**src/rtl/rv32_mem_arbiter.sv**
```systemverilog
// rv32_mem_arbiter: shares one 32-bit memory bus between fetch and mem stage.
// Optional build macro RV32_ARB_ROUND_ROBIN_EN selects alternating priority.
module rv32_mem_arbiter (
    input  logic        clk,
    input  logic        reset,

    input  logic        instr_read_in,
    input  logic [31:0] instr_address_in,
    output logic        instr_ready_out,
    output logic [31:0] instr_read_value_out,

    input  logic        data_read_in,
    input  logic        data_write_in,
    input  logic [31:0] data_address_in,
    input  logic [3:0]  data_write_mask_in,
    input  logic [31:0] data_write_value_in,
    output logic        data_ready_out,
    output logic [31:0] data_read_value_out,

    output logic        bus_valid_out,
    output logic        bus_write_out,
    output logic [31:0] bus_address_out,
    output logic [3:0]  bus_write_mask_out,
    output logic [31:0] bus_write_value_out,
    input  logic [31:0] bus_read_value_in,
    input  logic        bus_ready_in
);

    typedef enum logic {
        GRANT_INSTR = 1'b0,
        GRANT_DATA  = 1'b1
    } grant_t;

    grant_t grant;
    grant_t next_grant;

    logic instr_req;
    logic data_req;
    logic complete;
    logic rearb;
    logic contend;
    logic only_data;
    logic only_instr;

    assign instr_req = instr_read_in;
    assign data_req  = data_read_in | data_write_in;

    assign contend    = instr_req & data_req;
    assign only_data  = data_req & ~instr_req;
    assign only_instr = instr_req & ~data_req;

    // Steer the current holder's transaction onto the bus
    always_comb begin
        bus_valid_out       = instr_req;
        bus_write_out       = 1'b0;
        bus_address_out     = instr_address_in;
        bus_write_mask_out  = 4'b0000;
        bus_write_value_out = 32'h0000_0000;
        if (grant == GRANT_DATA) begin
            bus_valid_out       = data_req;
            bus_write_out       = data_write_in;
            bus_address_out     = data_address_in;
            bus_write_mask_out  = data_write_in ? data_write_mask_in : 4'b0000;
            bus_write_value_out = data_write_value_in;
        end
    end

    assign complete = bus_valid_out & bus_ready_in;

    // A held transaction is never split; only idle or finishing holders yield
    assign rearb = ~bus_valid_out | complete;

    assign instr_ready_out = complete & (grant == GRANT_INSTR) & ~reset;
    assign data_ready_out  = complete & (grant == GRANT_DATA) & ~reset;

    assign instr_read_value_out = bus_read_value_in;
    assign data_read_value_out  = bus_read_value_in;

`ifdef RV32_ARB_ROUND_ROBIN_EN

    grant_t last_winner;

    // Pick the next holder; under contention the previous loser wins
    always_comb begin
        next_grant = grant;
        unique case (1'b1)
            contend:
                next_grant = (last_winner == GRANT_DATA) ?
                             GRANT_INSTR : GRANT_DATA;
            only_data:  next_grant = GRANT_DATA;
            only_instr: next_grant = GRANT_INSTR;
            default:    next_grant = grant;
        endcase
    end

    // Grant and last-winner registers, updated only at re-arbitration
    always_ff @(posedge clk or posedge reset) begin
        if (reset) begin
            grant       <= GRANT_INSTR;
            last_winner <= GRANT_INSTR;
        end else if (rearb) begin
            grant       <= next_grant;
            last_winner <= next_grant;
        end
    end

`else

    // Pick the next holder; the mem stage wins under contention
    always_comb begin
        next_grant = grant;
        unique case (1'b1)
            contend:    next_grant = GRANT_DATA;
            only_data:  next_grant = GRANT_DATA;
            only_instr: next_grant = GRANT_INSTR;
            default:    next_grant = grant;
        endcase
    end

    // Grant register, updated only at re-arbitration
    always_ff @(posedge clk or posedge reset) begin
        if (reset) begin
            grant <= GRANT_INSTR;
        end else if (rearb) begin
            grant <= next_grant;
        end
    end

`endif

endmodule
```
**config.mk**
```make
export PLATFORM = sky130hd
export DESIGN_NAME = rv32_mem_arbiter
export DESIGN_NICKNAME = d
export VERILOG_FILES = /design/src/rtl/rv32_mem_arbiter.sv
export SDC_FILE = /design/constraint.sdc
export NUM_CORES = 1
export LEC_CHECK = 0
export CORE_AREA = 2 2 108 110
export DETAILED_ROUTE_END_ITERATION = 12
export DIE_AREA = 0 0 110 112
export HOLD_SLACK_MARGIN = 0.05
export PLACE_DENSITY_LB_ADDON = 0.15
export SETUP_SLACK_MARGIN = 0.3
export SYNTH_ARGS = -nofsm -noshare
export SYNTH_HDL_FRONTEND = slang
export SYNTH_SLANG_ARGS = --single-unit
```
**constraint.sdc**
```tcl
create_clock -name clk -period 1.63 [get_ports clk]
set_input_delay 0.326 -clock clk [delete_from_list [all_inputs] [get_ports clk]]
set_output_delay 0.326 -clock clk [all_outputs]
set_load 0.005 [all_outputs]
```
* Word level (Yosys, flattened, before mapping)
Cells that the tools add are included.
** Storage, ports and cells
- Flip-flop bits (word level) :: 1
- Latch bits :: 0
- Bits in writable memories :: 0
- Memory bits (read-only) :: 0
- Input bits :: 138
- Output and inout bits :: 136
- Word-level logic and storage cells :: 26
- Memories :: 0
** Cells by class
- $add $sub $neg :: 0
- $mul :: 0
- Divide/modulo/power cells :: 0
- Order comparisons :: 0
- Eq/ne operators :: 0
- Shift-type cells :: 0
- Mux-type cells :: 7
- Bitwise operators :: 15
- Reduce and logical (&&, ||, !) cells :: 3
** Operators with widths (count)
- two-way mux 32 bit :: 2
- AND 1 bit :: 8
- two-way mux 4 bit :: 2
- NOT 1 bit :: 5
- two-way mux 1 bit :: 2
- OR 1 bit :: 2
- one-hot mux 1 bit (2 select lines) :: 1
- AND reduction 2 bit :: 1
- nonzero test 2 bit :: 1
- OR reduction 2 bit :: 1

* Logic depth before layout (Yosys ltp)
Gate-level depths: netlist of run 1.
- Depth in word-level cells :: 5
- Depth in mapped cells :: 4
- Gate-level depth less buffers :: 3

* Worst setup path before layout of run 1
No wires, ideal clock.
- Path type :: register -> output
- Start :: reg grant
- End :: out bus_address_out[13]
- Arrival :: 938 ps
- Required time :: 1304 ps
- Setup slack :: 366 ps
- Stages on the path, launching flop included :: 4
- Path buffers :: 2
- Cells stage by stage :: dfrtp_1 > buf_6 > buf_6 > mux2_4
** Between the ends
- Longest elaborated chain between the ends :: 1
** Ends and longest elaborated chain
- start, declared :: line 34 : grant_t grant;
- start signal, assigned :: line 125 : grant <= next_grant;
- two-way mux 32 bit :: line 59 : if (grant == GRANT_DATA) begin
- end, declared :: line 22 : output logic [31:0] bus_address_out,
No other way between the ends.

* Final worst setup path of run 1
- Start :: reg grant
- End :: out bus_address_out[9]
The elaborated chain is that of the path after synthesis.

==> results.md, run 1 <==
- Status: complete, but fails checks
- Failing checks: setup timing
- Core ar.: roughly 11000 um2
- Setup slack, reg-to-reg: just over 0.4 ns
- Hold-fix buffers at CTS: 0
- Predominant post-synthesis flop cell: dfrtp_1
- Count leader, synth: buf_4
- Worst Hold Class: in -> async
- Post-synthesis async set-or-reset flop share: 100%
- Top cell type's share of synthesized area: between 30% and 40%
- Critical path fanouts, max: 11
- Die ar.: roughly 12000 um2
- Distinct cells, synth: 13
- # setup viols final: 8
- Number of remaining DRC errors: 0
- FF+latch count, synth: 1
- Fin Hold WS: between 0.4 and 0.5 ns
- Final RePlAce weighted congestion: around 0.6
- CP Capture Type: output pin
- FMAX: between 0.6 and 0.7 GHz
- Syn Area/Cell: between 8 and 9 um2
- Register with the most flip-flops: grant
- Mapped Area: roughly 1300 um2
- Crit Path Class: reg -> out
- HPWL after DPL: a little over 4000 um
- First-pass GRT wire length: roughly 7900 um
- Max rail drop VDD: around 0.11 mV
- CTS clock-pin slew for the worst setup and hold paths: 0 ns
- Switching power: about 0.32 mW
- Pwr Density: around 340 nW/um2
- Register area share after synthesis: 1.94%
- Share of total power in the clock network: 0%
- Hold Violations, Final: 0
- Setup TNS: -0.129 ns
- Worst-Margin Slew: between 0.2 and 0.25 ns
- Total GRT Usage: about 8.2%
- Ratio of cells with drive above 1 in the final layout: a little over three fifths
- Max Clock Skew: 0 ns
- Grt ovf: 0
- RSZ-0062 raised after global routing: true
- DIE WIDTH: approximately 110 um
- Fin util: 31.2%
- Crit path arrival time: approximately 1.3 ns
- EDFF count, synth: 0
- Largest net degree at the start of global routing: 13
- Post-layout nets: between 400 and 500
- Slew Viols, Final: 0
- Syn_nets: approximately 290
- Cell taking the most area after synthesis: buf_4
- Sw frac: 26.9%
- Final period util: 102%
- TritonRoute pass-1 iters: 4
- RR Endpoint: grant
- Synthesis-to-finish area growth: 171%
- Number of port buffers: 177
- Chip height: approximately 110 um
- Minimum clock period after layout: 1.66 ns
- Lkg Pwr: around 1.7 nW
- Cell-internal power: 0.866 mW
- Top cells by area, synth: buf_4, mux2_4, and2_1, mux2_2, buf_6
- Top post-synthesis cells by count: buf_4, and2_1, mux2_4
- Register area: approximately 26 um2
- Largest registers: grant: 1 flops
- Starting density of the core: roughly 12%
- Max FFs per register: 1
- Ant diodes: 0
- Routed Wire Length: roughly 6000 um
- Flop pwr share: about 2.6%
- Routed via count: about 1600
- Gate power share: 97.4%
- # IOs: 274
- Vias in the first global route: 1443
- Multi-input logic area: 883 um2
- Row count: 39
- Max Cap Viol: 0
- Register-to-Register Path Depth: 5
- DRT antenna net count: 0
- CP required: between 1 and 1.5 ns
- Initial antenna violation count: 0
- YS warnings: 0
- Fill count: approximately 1200
- Routed WL per cell: 13.5 um
- R2R Path Start: grant
- Final setup margin: -0.0275 ns
- Iter 0 DRT Violations: 18
- CP startpoint kind: flip-flop
- DR vias/cell: between 3 and 4
- Gate Count Post-Synth: approximately 150
- Max_slew headroom: 84.1%
- Clock latency on the worst-skew pair: 0 ns
## per-layer routing
metal | vias up | GRT usage, % | part of all wire [%]
met5 | - | 0 | 0
met4 | 0 | 1.60 | 1.8
met3 | 20 | 1.81 | 13
li1 | 734 | - | -
met2 | 113 | 15.9 | 52
met1 | 697 | 8.77 | 33
## worst max-delay path: stages (launching register included)
cell and delay [ns]:
dfrtp_2 0.42, buf_4 0.15, buf_12 0.14, buf_6 0.11, buf_6 0.10, mux2_4 0.29
buf_6 0.12
## layout make-up
type                            count  area share, %
Timing Repair Buffer              224           68.6
Multi-Input combinational cell     76           25.3
Inverter                            2          0.215
Sequential cell                     1          0.754
Tap cell                          143           5.13
## placed cells by master, fill, tap and decap left out, types with 2 or more instances in the layout
cell type	instances
buf_6	84
dlygate4sd2_1	61
clkdlybuf4s50_1	43
mux2_4	29
and2_4	28
buf_4	10
buf_2	8
buf_16	7
buf_12	6
and2_1	5
and3_4	4
mux2_2	3
clkbuf_2	3
nor2_4	2
nor4b_4	2
## power by group through the flow
stage               Combinational, mW  Clock (mW)  Sequential [mW]
finish                           1.16           0           0.0308
global route                     1.23           0           0.0311
CTS                             0.992           0           0.0313
detailed placement              0.835           0           0.0308
global placement                0.837           0           0.0307
floorplan                       0.382           0           0.0283
## metrics by stage
stage	setup WS, ns	cells	cell area, um2	total power [mW]
after CTS	-0.105	428	3070	1.02
after global routing	-0.0539	446	3490	1.26
final	-0.0275	446	3490	1.19
after floorplan	0.366	151	1290	0.410
after global placement	-0.415	404	2760	0.867
after detailed placement	-0.433	404	2760	0.866
## what timing repair did
item / in CTS / in global routing
endpoints found under the hold margin: 0 / 0
setup buffers: 17 / 17
resized for setup: 424 / 67
cloned: 7 / 1
endpoints found under the setup margin: 73 / 72
pin swaps: 6 / 4
## worst max-delay path by stage
stage,depth (start not counted),to,startpoint
floorplan,3,bus_address_out[13],grant
global placement,4,bus_valid_out,data_write_in
detailed placement,4,bus_valid_out,data_write_in
CTS,5,bus_address_out[12],grant
global route,6,bus_address_out[9],grant
finish,6,bus_address_out[9],grant
## kinds of logic after synthesis
logic type	Yosys count	synth area share, %
AND/OR/NAND/NOR	41	20.9
multiplexers	32	33.2
AO/OA/AOI/OAI	3	1.46
buffers and inverters	74	42.5
flip-flops	1	1.94
Note: power is estimated with default switching activity, not from simulation.
==> run 2, diff against run 1 <==
SETUP_SLACK_MARGIN = 0.05   (was 0.3)
==> results.md, run 2 (synthesis results as in run 1) <==
- Slew Viols, Final: 0
- Critical path fanouts, max: 11
- Routed via count: approximately 1400
- Total GRT Usage: around 7.0%
- CP startpoint kind: flip-flop
- Final period util: between 90% and 100%
- Starting density of the core: approximately 12%
- Row count: 39
- First-pass GRT wire length: a little under 7000 um
- HPWL after DPL: 4090 um
- Chip height: between 100 and 150 um
- Clock latency on the worst-skew pair: 0 ns
- DIE WIDTH: between 100 and 150 um
- Ant diodes: 0
- Max_slew headroom: between 80% and 90%
- Vias in the first global route: about 1400
- Slowest CP cell: dfrtp_2
- RSZ-0062 raised after global routing: true
- # IOs: 274
- CTS clock-pin slew for the worst setup and hold paths: 0 ns
- # setup viols final: 0
- CP Capture Type: output pin
- DR vias/cell: 3.34
- Max Clock Skew: 0 ns
- Iter 0 DRT Violations: 11
- Crit Path Class: reg -> out
- Die ar.: roughly 12000 um2
- Largest registers: grant: 1 flops
- Commonest non-fill, non-tap cell in the layout: clkdlybuf4s50_1
- Hold Violations, Final: 0
- Worst-Margin Slew: 0.178 ns
- Fill count: 1244
- Total power: between 0.8 and 0.9 mW
- Status: complete, no violations
- Crit-path cells: buf_6 -> buf_12 -> buf_16 -> nor2_2 -> a21oi_1 -> dlygate4sd2_1
- Number of port buffers: around 180
- Post-layout nets: 410
- Lkg Pwr: roughly 1.3 nW
- Worst Hold Class: in -> async
- FMAX: between 0.6 and 0.7 GHz
- Number of remaining DRC errors: 0
- Crit path arrival time: 1.25 ns
- Routed WL per cell: about 13 um
- Routed Wire Length: roughly 5200 um
- Largest net degree at the start of global routing: 25
- Grt ovf: 0
- Commonest non-fill, non-tap cells in the layout: clkdlybuf4s50_1, dlygate4sd2_1, and2_1, clkdlybuf4s15_1, mux2_4
- Pwr Density: 291 nW/um2
- Fin Hold WS: roughly 0.36 ns
- Final RePlAce weighted congestion: about 0.60
- Core ar.: roughly 11000 um2
- Setup TNS: 0 ns
- Max FFs per register: 1
- Register with the most flip-flops: grant
- TritonRoute pass-1 iters: 2
- Minimum clock period after layout: 1.57 ns
- Fin util: ~26%
- Max rail drop VDD: ~0.11 mV
- CP required: around 1.3 ns
- Max Cap Viol: 0
- CP peak stage delay: 0.42 ns
- Initial antenna violation count: 0
- DRT antenna net count: 0
- Synthesis-to-finish area growth: 123%
- Ratio of cells with drive above 1 in the final layout: approximately 22%
-- run 2: worst max-delay path, delay by kind of cell (launching register included) --
family / cells / cell delay (ns)
flip-flops: 1 / 0.42
buffers and inverters: 4 / 0.67
AO/OA/AOI/OAI: 1 / 0.05
AND/OR/NAND/NOR: 1 / 0.12
-- run 2: final cells by class --
| cell class | count | area [um2] | share of cell area, % |
|---|---|---|---|
| Timing Repair Buffer | 191 | 1930 | 67.1 |
| Multi-Input combinational cell | 76 | 733 | 25.5 |
| Tap cell | 143 | 179 | 6.22 |
| Sequential cell | 1 | 26.3 | 0.914 |
| Inverter | 2 | 7.51 | 0.261 |
-- run 2: timing repair --
action / in CTS / in global routing
setup endpoints to repair: 72 / 26
gates resized for setup: 114 / 25
cloned: 2 / 2
buffers inserted: 4 / 1
hold buffers: 0 / 0
pin swaps: 0 / 2
-- run 2: worst paths after layout --
path | from | endpoint | slack, ns | cells past startpoint
max in group asynchronous | reset | grant | 1.17 | 2
setup reg to reg | grant | grant | 0.60 | 3
hold / removal | reset | grant | 0.36 | 2
setup / recovery | grant | bus_valid_out | 0.06 | 6
min in group clk | bus_read_value_in[26] | data_read_value_out[26] | 0.65 | 0
hold reg to reg | grant | grant | 0.95 | 3
-- run 2: report_power, final --
part	switching, mW	total (mW)	internal [mW]
Combinational	0.221	0.804	0.583
Sequential	0.00319	0.0308	0.0277
Clock	0	0	0
-- run 2: metrics by stage --
step	worst slack, ns	cell area [um2]	std cells
after floorplan	0.366	1290	151
after global placement	-0.415	2760	404
after detailed placement	-0.433	2760	404
after CTS	-0.0120	2790	410
after global routing	0.0122	2880	413
final	0.0589	2880	413
-- run 2: per-layer routing --
metal / part of all wire [%] / track usage, % / vias up
met4: 2.1 / 1.60 / 0
met3: 16 / 1.76 / 20
met1: 31 / 6.59 / 578
li1: - / - / 669
met2: 51 / 14.5 / 113
met5: 0 / 0 / -
